`src/rtl/wbr_input_chain_param_if.sv`:
```
// Wrapper serial-port bundle for the input boundary register.
// Carries the IEEE 1500 scan controls and the serial data path.
//   WSE  : shift enable
//   WCE  : capture enable
//   WUE  : update enable
//   WPSI : serial scan in, toward the boundary register
//   WPSO : serial scan out, from the boundary register
// The master modport belongs to whoever drives the scan controls, such as
// the WSP controller or a testbench. The slave modport belongs to the
// boundary register itself.
interface wbr_input_chain_param_if;
  logic WSE;
  logic WCE;
  logic WUE;
  logic WPSI;
  logic WPSO;

  modport master (
    output WSE,
    output WCE,
    output WUE,
    output WPSI,
    input  WPSO
  );

  modport slave (
    input  WSE,
    input  WCE,
    input  WUE,
    input  WPSI,
    output WPSO
  );
endinterface

```
`src/rtl/wbr_input_chain_param.sv`:
```
// Parametrised IEEE 1500 wrapper boundary register for core input signals.
// Each bit has a shift/capture cell (sr) and an update cell (ur).
// A mode mux chooses what the core sees.
//
// Ports:
//   CLK         : wrapper/functional clock; all state changes on the rising edge
//   RESET       : synchronous active-high reset (sr <= 0, ur <= RESET_UPD)
//   wsp         : slave side of the wrapper serial port (WSE/WCE/WUE/WPSI/WPSO)
//   hold_inputs : freezes the update register while high
//   mode        : 00 FUNC, 01 INTEST, 10 EXTEST, 11 SAFE
//   func_in     : functional sources for the core inputs
//   core_in     : values driven into the wrapped core
//   obs_out     : update-register contents, for observation
module wbr_input_chain_param #(
  parameter int               WIDTH      = 9,
  parameter logic [WIDTH-1:0] SAFE_VALUE = '0,
  parameter logic [WIDTH-1:0] RESET_UPD  = '0
) (
  input  logic                 CLK,
  input  logic                 RESET,
  wbr_input_chain_param_if.slave wsp,
  input  logic                 hold_inputs,
  input  logic [1:0]           mode,
  input  logic [WIDTH-1:0]     func_in,
  output logic [WIDTH-1:0]     core_in,
  output logic [WIDTH-1:0]     obs_out
);

  localparam logic [1:0] MODE_FUNC   = 2'b00;
  localparam logic [1:0] MODE_INTEST = 2'b01;
  localparam logic [1:0] MODE_EXTEST = 2'b10;
  localparam logic [1:0] MODE_SAFE   = 2'b11;

  logic [WIDTH-1:0] sr;
  logic [WIDTH-1:0] ur;
  logic [WIDTH-1:0] shift_next;

  // The shift value is built by shift-then-insert. This avoids the
  // sr[WIDTH-1:1] slice, which would be empty when WIDTH=1.
  always_comb begin
    shift_next            = sr >> 1;
    shift_next[WIDTH-1]   = wsp.WPSI;
  end

  // Shift has priority over capture. The update register samples the
  // pre-edge sr, so a shift and an update on the same edge hand the old
  // contents to ur.
  always_ff @(posedge CLK) begin
    if (RESET) begin
      sr <= '0;
      ur <= RESET_UPD;
    end else begin
      if (wsp.WSE)
        sr <= shift_next;
      else if (wsp.WCE)
        sr <= func_in;

      if (wsp.WUE && !hold_inputs)
        ur <= sr;
    end
  end

  // EXTEST passes functional values through to the core. In that mode the
  // update register is only observed, through obs_out.
  always_comb begin
    core_in = func_in;
    unique case (mode)
      MODE_FUNC:   core_in = func_in;
      MODE_INTEST: core_in = ur;
      MODE_EXTEST: core_in = func_in;
      MODE_SAFE:   core_in = SAFE_VALUE;
      default:     core_in = func_in;
    endcase
  end

  assign wsp.WPSO = sr[0];
  assign obs_out  = ur;

endmodule
```
`src/flat_wrapper.sv`:
```
// flat-port wrapper written by rule: the top's interface ports become plain ports
module wbr_input_chain_param_flat 
#(
  parameter int               WIDTH      = 9,
  parameter logic [WIDTH-1:0] SAFE_VALUE = '0,
  parameter logic [WIDTH-1:0] RESET_UPD  = '0
)
  (CLK, RESET, hold_inputs, mode, func_in, core_in, obs_out, wsp_WSE, wsp_WCE, wsp_WUE, wsp_WPSI, wsp_WPSO);
  wbr_input_chain_param_if wsp_i ();
  input  logic CLK;
  input  logic RESET;
  input  logic hold_inputs;
  input  logic [1:0] mode;
  input  logic [WIDTH-1:0] func_in;
  output logic [WIDTH-1:0] core_in;
  output logic [WIDTH-1:0] obs_out;
  input wire logic [$bits(wsp_i.WSE)-1:0] wsp_WSE;
  input wire logic [$bits(wsp_i.WCE)-1:0] wsp_WCE;
  input wire logic [$bits(wsp_i.WUE)-1:0] wsp_WUE;
  input wire logic [$bits(wsp_i.WPSI)-1:0] wsp_WPSI;
  output wire logic [$bits(wsp_i.WPSO)-1:0] wsp_WPSO;
  assign wsp_i.WSE = wsp_WSE;
  assign wsp_i.WCE = wsp_WCE;
  assign wsp_i.WUE = wsp_WUE;
  assign wsp_i.WPSI = wsp_WPSI;
  assign wsp_WPSO = wsp_i.WPSO;
  wbr_input_chain_param #(.WIDTH(WIDTH), .SAFE_VALUE(SAFE_VALUE), .RESET_UPD(RESET_UPD)) u_core (.CLK(CLK), .RESET(RESET), .wsp(wsp_i), .hold_inputs(hold_inputs), .mode(mode), .func_in(func_in), .core_in(core_in), .obs_out(obs_out));
endmodule
```
`config.mk`:
```
export PLATFORM = sky130hd
export DESIGN_NAME = wbr_input_chain_param_flat
export DESIGN_NICKNAME = d
export VERILOG_FILES = /design/src/rtl/wbr_input_chain_param_if.sv /design/src/rtl/wbr_input_chain_param.sv /design/src/flat_wrapper.sv
export SDC_FILE = /design/constraint.sdc
export NUM_CORES = 1
export LEC_CHECK = 0
export ABC_AREA = 1
export CORE_UTILIZATION = 29
export CTS_CLUSTER_DIAMETER = 30
export DETAILED_ROUTE_END_ITERATION = 16
export PLACE_DENSITY = 0.68
export SETUP_SLACK_MARGIN = 0.3
export SLEW_MARGIN = 20
export SYNTH_ARGS = -nofsm -noshare
export SYNTH_HDL_FRONTEND = slang
export SYNTH_SLANG_ARGS = --single-unit
```
`constraint.sdc`:
```
create_clock -name CLK -period 2.2 [get_ports CLK]
set_clock_uncertainty 0.15 [all_clocks]
set_input_delay 0.66 -clock CLK [delete_from_list [all_inputs] [get_ports CLK]]
set_output_delay 0.66 -clock CLK [all_outputs]
set_load 0.1 [all_outputs]
```
==> flow_summary.ini <==
[floorplan]
num_io_pins = 37
die_x_um = 58.4
die_y_extent_um = 58.4
placement_rows = 20
core_area_um2 = 3030
floorplan.die_area_um2 = 3410
initial_standard_cell_utilization_of_the_core = 0.305

[timing]
setup_viol = 0
rsz0062_at_grt = yes
achievable_freq_ghz = 0.457
holdWs_ps = 370
final_hold_violation_count = 0
max_slew_margin = 0.728
worst_slew_pin_slew_ps = 407
final.period_utilization = 0.994
post-route-min-period_ps = 2190
report.final.slew_viol_count = 0
tns_ps = 0

[cells_and_area]
insertedDiodeCount = 0
post-route-cell-area_um2 = 1890
layout.core_utilization = 0.625
drive_gt1_frac = 0.431
layout.cells.most_common_list = sky130_fd_sc_hd__nor2_1, sky130_fd_sc_hd__nand2_1, sky130_fd_sc_hd__buf_12, sky130_fd_sc_hd__inv_1, sky130_fd_sc_hd__buf_4
post_layout_nonfiller_instances = 239
final_common_cell = sky130_fd_sc_hd__nor2_1
fin_nets = 214
area.growth.synth_to_final_pct = 105

[worst_setup_path]
startpoint_type = input port
end_kind = output pin
worst_ep_arrival_time_ps = 1380
cp.required_ps = 1390
worst-path-max-fanout = 8
r2r-end = u_core.sr[4]
register_to_register_path_depth = 4
crit_type = input port to output pin
timing.reg2reg.setup_slack_ps = 1320
crit-reg2reg-launch = u_core.sr[5]

[hold_path]
worst_hold_path_endpoint = u_core.obs_out[7]
whs_path_cells = 2
hold_path.class = register to register
worstHoldStart = u_core.sr[7]

[flow_run]
max_cap_viol_count = 0

[drt]
postRouteWirelength_um = 2630
post-route-drc-count = 0
ant_nets = 0
detail_route.vias_per_cell = 4.42
avgRoutedWirePerCell_um = 11.0
vias = 1057
drt_first_iter_violations = 28
drt-pass1-iter-count = 4

[yosys]
ys_warn_count = 0
yosys-top-cells-area = sky130_fd_sc_hd__dfxtp_1, sky130_fd_sc_hd__nor2_1, sky130_fd_sc_hd__nand3_1, sky130_fd_sc_hd__nand2_1, sky130_fd_sc_hd__o21ai_0
yosys.cell_types.count = 17
postSynthNetCount = 158
synthCells = 140
synth_area_leader_cell = sky130_fd_sc_hd__dfxtp_1
synthesis.area_um2 = 923
synthesis.area_per_instance_um2 = 6.60
post-synth-top-area-fraction = 0.390
synth_seq_cells = 18
synth_sequential_area_ratio = 0.390

[power_and_ir_drop]
power_leakage_nw = 0.861
power.sequential.fraction = 0.366
powerDensity_nw_per_um2 = 538
power_switching_share = 0.384
switching_power_mw = 0.391
share_of_total_power_in_the_clock_network = 0.198
cell_internal_pwr_mw = 0.627
ir_worst_vdd_uv = 215
comb_power_share = 0.436

[cts]
cts-buffers-inserted = 3
library_cell_used_as_clock_root_buffer = sky130_fd_sc_hd__clkbuf_4
clock_sinks = 18
tritoncts_clock_tree = done
htreeDepth = 1
cts_hold_buffers = 0
max-clock-path-buffers = 2
worst_skew_pair.late_latency_ps = 290
cts.clk_slew.worst_paths_ps = 100

[place]
place.detailed.hpwl_um = 2120
gp_congestion = 0.752
dpl.cell_count = 229
portBuffers = 36
placed_area_um2 = 1740

[global_route]
via_count_of_the_first_global_routing_pass = 997
grt_start_max_net_pins = 15
wire_length_of_the_first_global_routing_pass_um = 4540
gr-usage-all-layers = 0.176
grt-ovfl-total = 0
antenna_found_initial = 0

[outcome]
status = complete, no violations
worst max-delay path: stages:
cell                      delay (ps)
sky130_fd_sc_hd__buf_8           110
sky130_fd_sc_hd__buf_12          130
sky130_fd_sc_hd__buf_12          120
sky130_fd_sc_hd__o21ai_4         150
sky130_fd_sc_hd__buf_12          190
layout make-up:
class | instances | area [um^2]
Fill cell | 252 | 1130
Tap cell | 44 | 55.1
Timing Repair Buffer | 55 | 752
Inverter | 23 | 91.3
Multi-Input combinational cell | 94 | 581
Clock buffer | 4 | 36.3
Timing Repair inverter | 1 | 6.26
Sequential cell | 18 | 372
what timing repair did:
item                       4_1_cts  5_1_grt
setup endpoints to repair        9        9
pin swaps                        8        7
buffers inserted                 4        0
resized for setup               34        3
gates cloned                     2        0
metal layers:
| metal | part of all wire | vias up | global-route usage |
|---|---|---|---|
| li1 | - | 544 | - |
| met1 | 0.42 | 469 | 0.204 |
| met2 | 0.51 | 37 | 0.317 |
| met3 | 0.041 | 7 | 0.0198 |
| met4 | 0.029 | 0 | 0.0952 |
| met5 | 0 | - | 0 |
worst max-delay path by stage:
| stage | start | to | slack, ps | depth (start not counted) |
|---|---|---|---|---|
| floorplan | mode[0] | core_in[0] | -130 | 3 |
| global placement | mode[0] | core_in[5] | -370 | 5 |
| detailed placement | mode[1] | core_in[6] | -440 | 5 |
| CTS | mode[0] | core_in[6] | -1 | 5 |
| global route | mode[0] | core_in[6] | -5 | 5 |
| finish | mode[0] | core_in[6] | 10 | 5 |
power by group through the flow:
stage	Combinational, mW	Clock, mW	Sequential, mW
after global placement	0.424	0	0.378
final	0.444	0.202	0.373
after CTS	0.446	0.207	0.373
after detailed placement	0.429	0	0.379
after floorplan	0.187	0	0.449
after global routing	0.466	0.226	0.376
cells in the mapped netlist, drive strengths merged:
| cell type | number |
|---|---|
| nand2 | 25 |
| buf | 4 |
| nand3 | 19 |
| nor2 | 29 |
| clkbuf | 1 |
| a21oi | 3 |
| inv | 21 |
| clkinv | 2 |
| o21ai | 18 |
| dfxtp | 18 |
stage by stage:
step | power, mW | worst slack, ps
2_1_floorplan | 0.636 | -131
3_3_place_gp | 0.801 | -374
3_5_place_dp | 0.808 | -439
4_1_cts | 1.03 | -1.10
5_1_grt | 1.07 | -5.15
6_report | 1.02 | 12.8
kinds of logic (layout without fill, tap and decap cells):
logic type,Yosys count,after routing,synth area share
AND/OR/NAND/NOR,73,73,0.356
flip-flops,18,18,0.390
AO/OA/AOI/OAI,21,21,0.114
buffers and inverters,28,83,0.140
state kept, by name (all words and copies together) (netlist names):
name,count
u_core.obs_out,9
u_core.sr,9
(Power assumes the default switching activity.)
